<file path="config.mk">
export PLATFORM = sky130hd
export DESIGN_NAME = rv32_wb_arbiter_flat
export DESIGN_NICKNAME = d
export VERILOG_FILES = /design/src/rtl/rv32_wb_arbiter_if.sv /design/src/rtl/rv32_wb_arbiter.sv /design/src/flat_wrapper.sv
export SDC_FILE = /design/constraint.sdc
export NUM_CORES = 1
export LEC_CHECK = 0
export CORE_ASPECT_RATIO = 1.1
export CORE_MARGIN = 2
export CORE_UTILIZATION = 37
export CTS_BUF_LIST = sky130_fd_sc_hd__clkbuf_8
export DETAILED_ROUTE_END_ITERATION = 16
export PLACE_DENSITY_LB_ADDON = 0.15
export SLEW_MARGIN = 20
export SYNTH_ARGS = -nofsm -noshare
export SYNTH_HDL_FRONTEND = slang
export SYNTH_SLANG_ARGS = --single-unit
</file>
<file path="constraint.sdc">
create_clock -name clk -period 1.75 [get_ports clk]
set_clock_uncertainty 0.05 [all_clocks]
set_input_delay 0.35 -clock clk [delete_from_list [all_inputs] [get_ports clk]]
set_output_delay 0.35 -clock clk [all_outputs]
set_load 0.01 [all_outputs]
</file>
<file path="src/rtl/rv32_wb_arbiter_if.sv">
// Writeback bus between the two result sources (ALU, load unit), the
// writeback arbiter and the register-file write port.
interface rv32_wb_arbiter_if #(
    parameter int CNT_W = 16
);
    logic             alu_valid;
    logic [4:0]       alu_rd;
    logic [31:0]      alu_data;
    logic             alu_ready;

    logic             mem_valid;
    logic [4:0]       mem_rd;
    logic [31:0]      mem_data;
    logic             mem_ready;

    logic             wr_en;
    logic [4:0]       rd_address;
    logic [31:0]      rd_data;
    logic [CNT_W-1:0] conflict_cnt;

    // Requester / register-file side.
    modport master (
        output alu_valid, alu_rd, alu_data,
        output mem_valid, mem_rd, mem_data,
        input  alu_ready, mem_ready,
        input  wr_en, rd_address, rd_data, conflict_cnt
    );

    // Arbiter side.
    modport slave (
        input  alu_valid, alu_rd, alu_data,
        input  mem_valid, mem_rd, mem_data,
        output alu_ready, mem_ready,
        output wr_en, rd_address, rd_data, conflict_cnt
    );
endinterface

</file>
<file path="src/rtl/rv32_wb_arbiter.sv">
// Writeback arbiter: shares one register-file write port between the ALU
// and load results. Conflicts are resolved round-robin; the write is
// registered one cycle after the accept. Writes to x0 are consumed but
// never enabled.
//
// Round-robin pointer states (last conflict winner):
//   state   | meaning
//   PTR_ALU | ALU won the last conflict, MEM wins the next one (reset)
//   PTR_MEM | MEM won the last conflict, ALU wins the next one
module rv32_wb_arbiter #(
    parameter int CNT_W = 16
) (
    input  logic               clk,
    input  logic               rst,
    rv32_wb_arbiter_if.slave   bus
);

    typedef enum logic {
        PTR_ALU = 1'b0,
        PTR_MEM = 1'b1
    } ptr_e;

    localparam logic [CNT_W-1:0] CNT_ONE = {{(CNT_W-1){1'b0}}, 1'b1};

    ptr_e             ptr_q, ptr_d;
    logic             conflict;
    logic             alu_ready, mem_ready;
    logic             alu_acc, mem_acc;

    logic             wr_en_q, wr_en_d;
    logic [4:0]       rd_addr_q, rd_addr_d;
    logic [31:0]      rd_data_q, rd_data_d;
    logic [CNT_W-1:0] cnt_q, cnt_d;

    // Pointer register; reset points at ALU so MEM takes the first conflict.
    always_ff @(posedge clk) begin
        if (rst) begin
            ptr_q <= PTR_ALU;
        end else begin
            ptr_q <= ptr_d;
        end
    end

    // Grant decode: ready depends only on valids, pointer and reset, never on payload.
    always_comb begin
        ptr_d     = ptr_q;
        alu_ready = 1'b1;
        mem_ready = 1'b1;
        conflict  = bus.alu_valid & bus.mem_valid;
        if (rst) begin
            alu_ready = 1'b0;
            mem_ready = 1'b0;
        end else if (conflict) begin
            if (ptr_q == PTR_ALU) begin
                alu_ready = 1'b0;
                ptr_d     = PTR_MEM;
            end else begin
                mem_ready = 1'b0;
                ptr_d     = PTR_ALU;
            end
        end
    end

    assign alu_acc = bus.alu_valid & alu_ready;
    assign mem_acc = bus.mem_valid & mem_ready;

    // Next write-port values; address/data hold when nothing is accepted.
    always_comb begin
        wr_en_d   = 1'b0;
        rd_addr_d = rd_addr_q;
        rd_data_d = rd_data_q;
        cnt_d     = cnt_q;
        if (alu_acc) begin
            wr_en_d   = |bus.alu_rd;
            rd_addr_d = bus.alu_rd;
            rd_data_d = bus.alu_data;
        end else if (mem_acc) begin
            wr_en_d   = |bus.mem_rd;
            rd_addr_d = bus.mem_rd;
            rd_data_d = bus.mem_data;
        end
        if (conflict && (cnt_q != {CNT_W{1'b1}})) begin
            cnt_d = cnt_q + CNT_ONE;
        end
    end

    // Output registers; reset also drops a write captured the cycle before.
    always_ff @(posedge clk) begin
        if (rst) begin
            wr_en_q   <= 1'b0;
            rd_addr_q <= 5'd0;
            rd_data_q <= 32'd0;
            cnt_q     <= '0;
        end else begin
            wr_en_q   <= wr_en_d;
            rd_addr_q <= rd_addr_d;
            rd_data_q <= rd_data_d;
            cnt_q     <= cnt_d;
        end
    end

    assign bus.alu_ready    = alu_ready;
    assign bus.mem_ready    = mem_ready;
    assign bus.wr_en        = wr_en_q;
    assign bus.rd_address   = rd_addr_q;
    assign bus.rd_data      = rd_data_q;
    assign bus.conflict_cnt = cnt_q;

endmodule

</file>
<file path="src/flat_wrapper.sv">
// flat-port wrapper written by rule: the top's interface ports become plain ports
module rv32_wb_arbiter_flat 
#(
    parameter int CNT_W = 16
)
  (clk, rst, bus_alu_valid, bus_alu_rd, bus_alu_data, bus_mem_valid, bus_mem_rd, bus_mem_data, bus_alu_ready, bus_mem_ready, bus_wr_en, bus_rd_address, bus_rd_data, bus_conflict_cnt);
  rv32_wb_arbiter_if #(.CNT_W(CNT_W)) bus_i ();
  input  logic clk;
  input  logic rst;
  input wire logic [$bits(bus_i.alu_valid)-1:0] bus_alu_valid;
  input wire logic [$bits(bus_i.alu_rd)-1:0] bus_alu_rd;
  input wire logic [$bits(bus_i.alu_data)-1:0] bus_alu_data;
  input wire logic [$bits(bus_i.mem_valid)-1:0] bus_mem_valid;
  input wire logic [$bits(bus_i.mem_rd)-1:0] bus_mem_rd;
  input wire logic [$bits(bus_i.mem_data)-1:0] bus_mem_data;
  output wire logic [$bits(bus_i.alu_ready)-1:0] bus_alu_ready;
  output wire logic [$bits(bus_i.mem_ready)-1:0] bus_mem_ready;
  output wire logic [$bits(bus_i.wr_en)-1:0] bus_wr_en;
  output wire logic [$bits(bus_i.rd_address)-1:0] bus_rd_address;
  output wire logic [$bits(bus_i.rd_data)-1:0] bus_rd_data;
  output wire logic [$bits(bus_i.conflict_cnt)-1:0] bus_conflict_cnt;
  assign bus_i.alu_valid = bus_alu_valid;
  assign bus_i.alu_rd = bus_alu_rd;
  assign bus_i.alu_data = bus_alu_data;
  assign bus_i.mem_valid = bus_mem_valid;
  assign bus_i.mem_rd = bus_mem_rd;
  assign bus_i.mem_data = bus_mem_data;
  assign bus_alu_ready = bus_i.alu_ready;
  assign bus_mem_ready = bus_i.mem_ready;
  assign bus_wr_en = bus_i.wr_en;
  assign bus_rd_address = bus_i.rd_address;
  assign bus_rd_data = bus_i.rd_data;
  assign bus_conflict_cnt = bus_i.conflict_cnt;
  rv32_wb_arbiter #(.CNT_W(CNT_W)) u_core (.clk(clk), .rst(rst), .bus(bus_i));
endmodule
</file>
Word level (Yosys, flattened, before mapping)
Cells that the tools add are included.

storage, ports and cells
  input port bits = 78
  register bits = 55
  word-level logic and storage cells = 26
  output and inout bits = 56

operators by class
  equal/unequal tests = 1
  bitwise gates (word level) = 3
  add/sub/neg operators = 1
  reductions and logical operators = 4
  mux-type cells = 12

operator list
  cell                     count
  $mux W32                 2
  $add A16 B1 Y16 const B  1
  $ne A16 B16 Y1 const B   1
  $mux W5                  2
  $reduce_or A5 Y1         2
  $mux W1                  8
  $and A1 B1 Y1            3
  $reduce_bool A2 Y1       1
  $logic_and A1 B1 Y1      1

Logic depth before layout (Yosys ltp)
  depth in word-level cells = 6
  gate-level depth with buffers = 6
  mapped depth without buffers = 5

Worst setup path before layout
Ideal clock, no wire load.

  kind = reg-to-reg
  from = register u_core.cnt_q[2], in the netlist u_core.bus.conflict_cnt[2]
  to = register u_core.cnt_q[11], in the netlist u_core.bus.conflict_cnt[11]
  library setup time = 0.071 ns
  period minus slack after synthesis = 1.746 ns
  required time = 1.629 ns
  stages on the path, launching flop included = 6
  path slack = 0.004 ns
  arrival time = 1.625 ns
  buffers on the path = 1
  path through = dfxtp_1 nand4_4 or2_1 buf_6 or4_1 a21oi_1

on the way
  word-level cells in the longest chain between the ends = 2
  elaborated cells between the ends (all ways) = 3
  classes of those cells = 1 x add/sub; 1 x eq/ne; 1 x reduce/logical

RTL lines
  element                                                                  RTL line               source
  start, declared                                                          rv32_wb_arbiter.sv:33  logic [CNT_W-1:0] cnt_q, cnt_d;
  start signal, assigned                                                   rv32_wb_arbiter.sv:98  cnt_q <= cnt_d;
  parallel branches: the longest is 2 deep, another holds $add A16 B1 Y16  n/a

Parallel ways; which one is timed is not known.
A chain may end at the register's enable or synchronous reset.

Worst setup path after layout
  from = register u_core.cnt_q[6], in the netlist u_core.bus.conflict_cnt[6]
  to = output port bus_conflict_cnt[6]

RTL lines
  element        RTL line            source
  end, declared  flat_wrapper.sv:21  output wire logic [$bits(bus_i.conflict_cnt)-1:0] bus_conflict_cnt;

No word-level cell between the ends.

==> impl_metrics.py <==
metrics = {
    "critical_path": {
        "setup.worst_path.end_class": "primary output",
        "timing.critical_path.arrival_ns": 1.30,
        "cp-start-kind": "register",
        "reg2reg_from": "u_core.bus.conflict_cnt[1]$_SDFFE_PP0P_",
        "critical_path.startpoint": "u_core.bus.conflict_cnt[6]$_SDFFE_PP0P_",
        "worstSetupPathType": "register to primary output",
        "cp_max_fo": 5,
        "worst-endpoint-required_ns": 1.35,
    },
    "sta": {
        "tightestPinTransition_ns": 0.392,
        "final_period_minus_worst_setup_slack_ns": 1.70,
        "max_freq_ghz": 0.588,
        "post-route-period-util_pct": 97.3,
        "rsz0062_at_grt": "true",
        "report.final.slew_viol_count": 0,
        "max_slew_headroom_pct": 73.9,
        "postLayoutSetupSlackWorst_ns": 0.0480,
        "worst_hold_margin_ns": 0.378,
        "timing.final.hold_violations": 0,
        "report.final.setup_viol": 0,
    },
    "hold_path": {
        "min_path_type": "input pin to register",
        "timing.hold.worst.start": "rst",
    },
    "grt": {
        "grt_first_pass_wirelength_mm": 11.5,
        "number_of_antenna_violations_at_the_first_check_in_global_routing": 0,
        "grt_usage_pct": 18.4,
        "grt_util_met2_pct": 30.6,
        "grt_most_used_layer": "met2",
        "grtUsageMet1_pct": 21.9,
        "grt_overflow": 0,
        "groute.layer.met3.usage_pct": 6.18,
        "grt_max_degree": 47,
        "first_global_vias": 2518,
    },
    "outcome": {
        "status": "finished clean",
    },
    "clock_network": {
        "tritoncts.num_buffers": 5,
        "cts_clock_pin_slew_for_the_worst_setup_and_hold_paths_ns": 0.09,
        "tritoncts": "done",
        "clock_tree.root_cell": "sky130_fd_sc_hd__clkbuf_8",
        "clk-insertion-delay-late_ns": 0.30,
        "cts_max_level": 2,
        "number_of_buffers_on_the_longest_clock_path": 2,
        "cts.sink_count": 55,
    },
    "finish": {
        "layout-drive-gt1-share_pct": 13.0,
        "most_common_cell_after_layout_fill_and_taps_aside": "sky130_fd_sc_hd__clkdlybuf4s50_1",
        "layout.core_utilization_pct": 63.9,
        "layout.cell_area.non_filler_um2": 4270,
        "layout-area-overhead-vs-synth_pct": 66.0,
        "nets_finish": 510,
        "antenna_cells": 0,
        "commonest_cells_after_routing_fill_and_taps_aside": "sky130_fd_sc_hd__clkdlybuf4s50_1, sky130_fd_sc_hd__dfxtp_1, sky130_fd_sc_hd__nor2_1",
        "fillers": 626,
    },
    "drt": {
        "post_detailed_route_drc_marker_count": 0,
        "drt-vias-per-instance": 5.14,
        "drt_first_pass_iters": 4,
        "wl_per_cell_um": 13.5,
        "postRouteWirelength_mm": 6.95,
        "postRouteAntennaNets": 0,
        "drt_first_iter_violations": 71,
        "route.vias.total": 2643,
    },
    "die": {
        "die_h_um": 91.4,
        "initial_core_util_pct": 38.5,
        "rows": 31,
        "core_area_um2": 6670,
        "area_of_the_die_um2": 7630,
        "floorplan.die.width_um": 83.4,
        "io-pin-count": 134,
    },
    "flow_run": {
        "cap_viol_max_count": 0,
    },
    "synthesis": {
        "synth_xor_area_share_pct": 0.341,
        "syn-mean-instance-area_um2": 9.08,
        "synthesis.instances": 283,
        "yosysUniqueCellTypes": 36,
        "net_count_after_synthesis": 362,
        "synth_compound_gate_area_share_pct": 18.6,
        "synth_top_family_by_area": "compound AO/OA/AOI/OAI gates",
        "synth_sequential_area_ratio_pct": 42.9,
        "synth_warnings": 0,
        "synthesized_area_fraction_occupied_by_adder_cells_pct": 0.487,
        "multiplexer_area_fraction_after_synthesis_pct": 15.6,
        "ys_ff_latch": 55,
        "synthSimpleGateAreaFrac_pct": 17.3,
        "syn_area_um2": 2570,
    },
    "place": {
        "port-buffer-count": 133,
        "post_dp_cell_area_um2": 4140,
        "pre_cts_slack_ns": -0.440,
        "globalplace.congestion": 0.735,
        "detailedPlacementHpwl_mm": 5.44,
    },
    "power": {
        "power_leakage_nw": 1.85,
        "p_per_area_nw_per_um2": 616,
        "max-vdd-ir-drop_uv": 329,
    },
}
-- routing by layer --
layer | share of wire (%) | wire length, µm
met1 | 42 | 2940
met2 | 48 | 3330
met3 | 7.9 | 548
met4 | 2.0 | 137
met5 | 0 | 0
-- logic make-up after synthesis --
logic type      Yosys count
compound gates           70
flops                    55
mux                      40
fa+ha+maj                 1
buf+inv                  27
simple gates             89
xor+xnor                  1
-- state kept, by name (all words and copies together) (netlist names) --
signal,count
u_core.bus.rd_data,32
u_core.bus.conflict_cnt,16
u_core.bus.rd_address,5
u_core.bus.wr_en,1
u_core.ptr_q,1
-- critical path, stage by stage (launching register included) --
cell and delay, ns:
sky130_fd_sc_hd__dfxtp_1 0.34, sky130_fd_sc_hd__buf_4 0.13, sky130_fd_sc_hd__clkdlybuf4s50_1 0.53
-- path summary, 6_finish.rpt --
path / to / slack, ns / cells past startpoint
hold reg to reg: u_core.bus.rd_data[18]$_SDFFE_PP0P_ / 0.45 / 2
setup reg to reg: u_core.bus.conflict_cnt[9]$_SDFFE_PP0P_ / 0.09 / 6
setup / recovery: bus_conflict_cnt[6] / 0.05 / 2
hold / removal: u_core.bus.conflict_cnt[6]$_SDFFE_PP0P_ / 0.38 / 4
-- cell usage after synthesis (all sizes together) --
cell / n / share of area, %
nor3: 2 / 0.39
nand2: 9 / 1.3
nor4: 4 / 0.97
nor2: 46 / 6.7
or2: 3 / 0.73
a21oi: 11 / 2.1
a2111oi: 1 / 0.34
or3b: 1 / 0.34
mux2i: 39 / 15
nand3: 3 / 0.58
clkbuf: 11 / 1.6
nand4: 5 / 1.8
dfxtp: 55 / 43
o21ai: 10 / 1.9
a31oi: 2 / 0.49
buf: 11 / 2.4
xor2: 1 / 0.34
o2111ai: 1 / 0.34
inv: 5 / 0.73
or4: 6 / 1.8
o311ai: 1 / 0.34
mux2: 1 / 0.44
a211oi: 37 / 11
o211ai: 1 / 0.29
o41ai: 2 / 0.68
or3: 6 / 1.6
o31ai: 4 / 1.2
nor2b: 2 / 0.49
and4: 2 / 0.68
ha: 1 / 0.49
-- area by class of cell --
class	instances	area [µm²]	share of cell area [%]
multi-input cells	201	1380	32.2
repair buffers	163	1580	37.0
clock buffers	5	68.8	1.61
well taps	82	103	2.41
clock inverters	3	12.5	0.293
flip-flops and latches	55	1110	26.0
inverters	5	18.8	0.440
-- through the flow --
stage	setup TNS, ns	power [mW]	std cells
3_5_place_dp	-16.32	2.01	505
2_1_floorplan	0	1.62	283
3_3_place_gp	-15.03	2.00	505
4_1_cts	0	2.67	513
6_report	0	2.63	514
5_1_grt	-0.0144	2.76	514
-- power breakdown --
| group | internal, mW | switching [mW] | total (mW) | leakage [nW] |
|---|---|---|---|---|
| clock | 0.270 | 0.387 | 0.657 | 0.0505 |
| combinational | 0.376 | 0.228 | 0.605 | 1.34 |
| sequential | 1.33 | 0.0391 | 1.37 | 0.458 |
| total | 1.97 | 0.654 | 2.63 | 1.85 |
-- what timing repair did --
item | 4_1_cts | 5_1_grt
resized for setup | 11 | 13
endpoints found under the setup margin | 23 | 22
hold buffers | 0 | 0
pin swaps | 1 | 1
setup buffers | 0 | 1
No activity file was read; power rests on OpenSTA's default activity.
